**src/rtl/icache_pkg.sv**
```systemverilog
// Shared types and constants for the direct-mapped instruction cache.
package icache_pkg;

  typedef enum logic [1:0] {
    IDLE     = 2'd0,
    MEM_READ = 2'd1,
    UPDATE   = 2'd2
  } state_t;

  localparam int LINE_W     = 128;
  localparam int WORD_W     = 32;
  localparam int OFFSET_W   = 4;
  localparam int MEM_ADDR_W = 28;

  function automatic logic [WORD_W-1:0] select_word(input logic [LINE_W-1:0] line,
                                                    input logic [1:0]        off);
    return line[off*WORD_W +: WORD_W];
  endfunction

endpackage

```
**src/rtl/icache_line_array.sv**
```systemverilog
// Valid/tag/data storage: synchronous install, async clear of valid bits,
// combinational read port.
module icache_line_array
  import icache_pkg::*;
#(
  parameter int NUM_LINES = 8,
  parameter int INDEX_W   = 3,
  parameter int TAG_W     = 25
) (
  input  logic               clock,
  input  logic               reset,
  input  logic               flush,
  input  logic               we,
  input  logic [INDEX_W-1:0] widx,
  input  logic [TAG_W-1:0]   wtag,
  input  logic [LINE_W-1:0]  wdata,
  input  logic               wvalid,
  input  logic [INDEX_W-1:0] ridx,
  output logic               rvalid,
  output logic [TAG_W-1:0]   rtag,
  output logic [LINE_W-1:0]  rdata
);

  logic [NUM_LINES-1:0] valid_q;
  logic [TAG_W-1:0]     tag_q  [NUM_LINES];
  logic [LINE_W-1:0]    data_q [NUM_LINES];

  // An install in the flush cycle carries wvalid=0, so ordering here is benign.
  always_ff @(posedge clock or negedge reset) begin
    if (!reset) begin
      valid_q <= '0;
    end else begin
      if (flush) valid_q <= '0;
      if (we)    valid_q[widx] <= wvalid;
    end
  end

  always_ff @(posedge clock) begin
    if (we) begin
      tag_q[widx]  <= wtag;
      data_q[widx] <= wdata;
    end
  end

  assign rvalid = valid_q[ridx];
  assign rtag   = tag_q[ridx];
  assign rdata  = data_q[ridx];

endmodule

```
**src/rtl/icache_controller.sv**
```systemverilog
// Direct-mapped instruction cache controller with zero-cycle hits and block refill.
// Optional hit/miss counters are enabled with ICACHE_PERF_CNT_EN.
module icache_controller
  import icache_pkg::*;
#(
  parameter int NUM_LINES = 8,
  parameter int INDEX_W   = 3,
  parameter int TAG_W     = 25
) (
  input  logic                  clock,
  input  logic                  reset,
  input  logic                  read,
  input  logic [31:0]           address,
  input  logic                  flush,
  output logic [31:0]           instruction,
  output logic                  busywait,
  output logic                  mem_read,
  output logic [MEM_ADDR_W-1:0] mem_address,
  input  logic [LINE_W-1:0]     mem_readdata,
  input  logic                  mem_busywait
`ifdef ICACHE_PERF_CNT_EN
  ,
  output logic [31:0]           hit_count,
  output logic [31:0]           miss_count
`endif
);

  state_t                  state;
  logic                    wait_seen;
  logic                    flush_seen;
  logic [MEM_ADDR_W-1:0]   blk_addr;
  logic [LINE_W-1:0]       fill_data;

  logic [1:0]              word_off;
  logic [INDEX_W-1:0]      index;
  logic [TAG_W-1:0]        tag;
  logic                    line_valid;
  logic [TAG_W-1:0]        line_tag;
  logic [LINE_W-1:0]       line_data;
  logic                    hit;
  logic                    idle_hit;
  logic                    miss_start;
  logic                    fill_done;
  logic                    unused_addr;

  assign word_off    = address[3:2];
  assign index       = address[OFFSET_W +: INDEX_W];
  assign tag         = address[31 -: TAG_W];
  assign unused_addr = ^address[1:0];

  // A flush in the same cycle suppresses the hit so the read refetches.
  assign hit        = read & line_valid & (line_tag == tag) & ~flush;
  assign idle_hit   = (state == IDLE) & hit;
  assign miss_start = (state == IDLE) & read & ~hit;
  assign fill_done  = (state == MEM_READ) & wait_seen & ~mem_busywait;

  assign busywait    = reset & ((state != IDLE) | miss_start);
  assign instruction = (reset & idle_hit) ? select_word(line_data, word_off) : '0;
  assign mem_address = blk_addr;

  icache_line_array #(
    .NUM_LINES (NUM_LINES),
    .INDEX_W   (INDEX_W),
    .TAG_W     (TAG_W)
  ) u_lines (
    .clock  (clock),
    .reset  (reset),
    .flush  (flush),
    .we     (state == UPDATE),
    .widx   (blk_addr[INDEX_W-1:0]),
    .wtag   (blk_addr[MEM_ADDR_W-1 -: TAG_W]),
    .wdata  (fill_data),
    .wvalid (~(flush_seen | flush)),
    .ridx   (index),
    .rvalid (line_valid),
    .rtag   (line_tag),
    .rdata  (line_data)
  );

  always_ff @(posedge clock or negedge reset) begin
    if (!reset) begin
      state      <= IDLE;
      mem_read   <= 1'b0;
      wait_seen  <= 1'b0;
      flush_seen <= 1'b0;
    end else begin
      case (state)
        IDLE: begin
          if (miss_start) begin
            state      <= MEM_READ;
            mem_read   <= 1'b1;
            flush_seen <= 1'b0;
          end
        end
        MEM_READ: begin
          if (flush) flush_seen <= 1'b1;
          if (mem_busywait) begin
            wait_seen <= 1'b1;
          end else if (wait_seen) begin
            state    <= UPDATE;
            mem_read <= 1'b0;
          end
        end
        UPDATE: begin
          state      <= IDLE;
          wait_seen  <= 1'b0;
          flush_seen <= 1'b0;
        end
        default: state <= IDLE;
      endcase
    end
  end

  // Fill address and returned block: the line is installed from these, not from the live PC.
  always_ff @(posedge clock) begin
    if (miss_start) blk_addr  <= address[31:OFFSET_W];
    if (fill_done)  fill_data <= mem_readdata;
  end

`ifdef ICACHE_PERF_CNT_EN
  always_ff @(posedge clock or negedge reset) begin
    if (!reset) begin
      hit_count  <= '0;
      miss_count <= '0;
    end else begin
      if (idle_hit)   hit_count  <= hit_count + 32'd1;
      if (miss_start) miss_count <= miss_count + 32'd1;
    end
  end
`endif

endmodule

```
**config.mk**
```make
export PLATFORM = sky130hd
export DESIGN_NAME = icache_controller
export DESIGN_NICKNAME = d
export VERILOG_FILES = /design/src/rtl/icache_pkg.sv /design/src/rtl/icache_line_array.sv /design/src/rtl/icache_controller.sv
export SDC_FILE = /design/constraint.sdc
export NUM_CORES = 1
export LEC_CHECK = 0
export ABC_AREA = 0
export BUFFER_PORTS_ARGS = -buffer_cell sky130_fd_sc_hd__buf_4
export CELL_PAD_IN_SITES_DETAIL_PLACEMENT = 1
export CELL_PAD_IN_SITES_GLOBAL_PLACEMENT = 1
export CORE_MARGIN = 2
export CORE_UTILIZATION = 50
export DETAILED_ROUTE_END_ITERATION = 8
export PLACE_DENSITY_LB_ADDON = 0.1
export SLEW_MARGIN = 20
export SYNTH_ARGS = -nofsm -noshare
export SYNTH_HDL_FRONTEND = slang
export SYNTH_SLANG_ARGS = --single-unit
```
**constraint.sdc**
```tcl
create_clock -name clock -period 18.9 [get_ports clock]
set_input_delay 3.78 -clock clock [delete_from_list [all_inputs] [get_ports clock]]
set_output_delay 3.78 -clock clock [all_outputs]
set_load 0.1 [all_outputs]
```
==> out/qor.csv <==
stage;metric;value;unit
status;status;completed;
clock_network;CTS Root Buffer Type;clkbuf_16;
sta;RSZ-0062 raised after global routing;false;
layout;number of nets in the layout;2565;
logic_synthesis;Post-synth top flop;edfxtp_1;
layout;most frequent cells in the layout;edfxtp_1, mux4_2, buf_4;
clock_network;CTS sink cnt;1393;
routing;Vias;22600;
floorplanning;Die Wd;327;um
logic_synthesis;yosys warns;0;
sta;Worst Clk Skew;0.0167;ns
worst_hold_path;worst hold path class;reg -> reg;
critical_path;worst path cell trace;buf_8 > buf_6 > mux4_2 > mux2i_1 > xor2_1 > nand4_1 > nor4_2 > nand4_2 > buf_4 > nor2_1 > buf_4;
critical_path;critical path launch point type;primary input;
clock_network;post-CTS resize count;0;
floorplanning;die area;107000;um^2
pwr;Pwr Density;117;nW/um^2
logic_synthesis;syn_area_per_cell;24.9;um^2
worst_hold_path;hold_sp;u_lines.valid_q[7];
clock_network;Worst-Skew Late Latency;0.75;ns
layout;fill cell count;8472;
worst_hold_path;Hold Path Sink;u_lines.valid_q[7];
sta;Pins Over Slew Limit;0;
critical_path;CP Buf/Inv Count;4;
layout;register area;41800;um^2
routing;vias per cell;5.82;
grt;gr ovfl total;0;
critical_path;Worst Path Arrival;8.07;ns
sta;final setup vio count;0;
layout;diode count;0;
layout;most common cell after layout, fill and taps aside;edfxtp_1;
logic_synthesis;asr flop ratio synth;0.00933;
clock_network;total CTS buffers;144;
worst_hold_path;WHS Path Cells;2;
floorplanning;row count;118;
sta;Hold Violations, Final;0;
layout;area of the multi-input gates;9850;um^2
clock_network;post-CTS setup buffers;0;
placed_design;HPWL Detailed;59.9;mm
critical_path;Critical R2R Launch;state[1];
routing;Iter 0 DRT Violations;1770;
grt;antenna violations before repair;4;
grt;first-pass GRT wire length;170;mm
floorplanning;Die Y;327;um
layout;final instance area;59800;um^2
pwr;Leakage;19.1;nW
placed_design;port bufs;224;
grt;vias in the first global route;25300;
floorplanning;Starting Density;0.504;
logic_synthesis;Post-Syn Nets;2259;
run;max cap viols;0;
placed_design;RD Place Congestion;0.735;
logic_synthesis;synthesized area;52000;um^2
routing;ANT nets after route;0;
critical_path;Critical Path Most Common Cell;buf_4;
sta;Hold Slack;0.533;ns
clock_network;clock-pin slew on the worst setup and hold paths;0.05;ns
sta;Peak Freq;0.0844;GHz
sta;setup TNS;0;ns
routing;Total Wirelength;113;mm
clock_network;H-Tree Depth;4;
logic_synthesis;Cell variety after synth;43;
logic_synthesis;Gate Count Post-Synth;2094;
clock_network;CTS max path bufs;3;
routing;Initial DRT Pass Iterations;5;
critical_path;flop2flop setup slack;14.95;ns
logic_synthesis;Seq/Total Area, Yosys;0.803;
sta;Period minus WS final;11.85;ns
critical_path;Critical Path End Type;output port;
grt;largest net degree at the start of global routing;157;
critical_path;r2r endpoint;u_lines.data_q[6][14];
routing;WL per Instance;29.2;um
sta;Final Cycle Share;0.627;
clock_network;hold_buf cts;0;
critical_path;R2R cell count;4;
critical_path;Slowest Stage Delay on Critical Path;0.68;ns
critical_path;WS Path Type;in -> out;
critical_path;CP top delay family;buffers and inverters;
placed_design;placed instance area;55400;um^2
placed_design;pre-CTS setup slack;6.58;ns
critical_path;Max Fanout on Critical Path;62;
pwr;Max VDD drop;0.0771;mV
sta;final worst slack;7.05;ns
layout;fraction of final layout cells sized beyond drive strength 1;0.326;
routing;drt drc;0;
layout;Layout area overhead;14.8;%
critical_path;CP max stage cell;buf_6;
grt;Total GRT Usage;0.219;
logic_synthesis;FF+latch count, synth;1393;
floorplanning;Core ar.;103000;um^2
sta;Worst Tran Pin Value;1.15;ns
clock_network;CTS tree;yes;
critical_path;Required @ worst endpoint;15.12;ns
sta;relative slew slack;0.234;
logic_synthesis;number of synthesized flops with an enable pin;1380;
floorplanning;io pins;227;
==> flip-flops by register name (all words and copies together) (netlist names) <==
name	count
wait_seen	1
fill_data	128
u_lines.data_q	1024
mem_read	1
u_lines.tag_q	200
u_lines.valid_q	8
flush_seen	1
state	2
mem_address	28
==> worst max-delay path by stage <==
stage	start	to	slack (ns)	cells past startpoint
CTS	address[4]	instruction[4]	6.58	11
finish	address[4]	instruction[4]	7.05	11
global route	address[4]	instruction[4]	6.59	11
floorplan	mem_busywait	mem_read	0.72	2
global placement	address[4]	instruction[4]	6.59	11
detailed placement	address[4]	instruction[4]	6.58	11
==> worst reg2reg max path, delay by kind of cell (launching register included) <==
| kind | cells | cell delay [ns] |
|---|---|---|
| buf+inv | 2 | 1.71 |
| flops | 1 | 0.58 |
| simple gates | 2 | 1.24 |
==> where the power goes <==
part | leakage, nW | switching (mW) | internal [mW]
Sequential | 12.6 | 0.146 | 3.70
Combinational | 4.36 | 0.349 | 0.170
Clock | 2.13 | 1.14 | 1.51
==> cells in the mapped netlist, types with 2 or more instances <==
library cell | number | share of area
a211oi_1 | 5 | 0.00072
a22o_1 | 8 | 0.0013
a31oi_1 | 2 | 0.00024
and2_1 | 2 | 0.00024
buf_1 | 20 | 0.0014
buf_2 | 24 | 0.0023
buf_4 | 6 | 0.00087
buf_6 | 6 | 0.0013
clkbuf_1 | 41 | 0.0030
dfrtp_1 | 13 | 0.0063
edfxtp_1 | 1380 | 0.80
inv_1 | 5 | 0.00036
mux2_1 | 11 | 0.0024
mux2_2 | 8 | 0.0017
mux2i_1 | 71 | 0.014
mux4_2 | 352 | 0.15
nand2_1 | 6 | 0.00043
nand2b_1 | 5 | 0.00060
nand3_1 | 2 | 0.00019
nand3b_1 | 3 | 0.00043
nand4_1 | 3 | 0.00036
nor2_1 | 50 | 0.0036
nor2b_1 | 5 | 0.00060
nor3_1 | 6 | 0.00058
nor4_2 | 3 | 0.00072
nor4b_1 | 2 | 0.00034
o21ai_0 | 11 | 0.0011
o22ai_1 | 8 | 0.00096
o2bb2ai_1 | 4 | 0.00067
or3_1 | 6 | 0.00072
xnor2_1 | 2 | 0.00034
xor2_1 | 13 | 0.0022
==> area by class of cell <==
type / count / area share
Clock inverter: 76 / 0.00990
Inverter: 5 / 0.000314
Timing Repair Buffer: 257 / 0.0342
Sequential cell: 1393 / 0.699
Clock buffer: 178 / 0.0628
Tap cell: 1380 / 0.0289
Multi-Input combinational cell: 599 / 0.165
==> through the flow <==
stage / power, mW / cells / util
after floorplan: 4.24 / 2094 / -
after global placement: 4.41 / 3634 / 0.536
after detailed placement: 4.45 / 3634 / 0.536
after CTS: 7.09 / 3888 / 0.578
after global routing: 7.24 / 3888 / 0.578
final: 7.01 / 3888 / 0.578
==> cells by family after synthesis <==
kind of cell              share of synthesized area
AOI/OAI and AO/OA                           0.00604
DFF                                           0.803
buffers and inverters                       0.00923
xor gates and xnor gates                    0.00252
muxes                                         0.170
and+or+nand+nor                             0.00952
==> layer usage <==
layer  vias to the layer above  routed length [um]  global-route usage
met5                         -                  37                   0
met4                         6                2060              0.0568
met3                       163                5300              0.0411
met2                       529               58700               0.371
met1                     12300               47300               0.295
li1                       9620                   -                   -
Power figures use the tool's default switching activity.
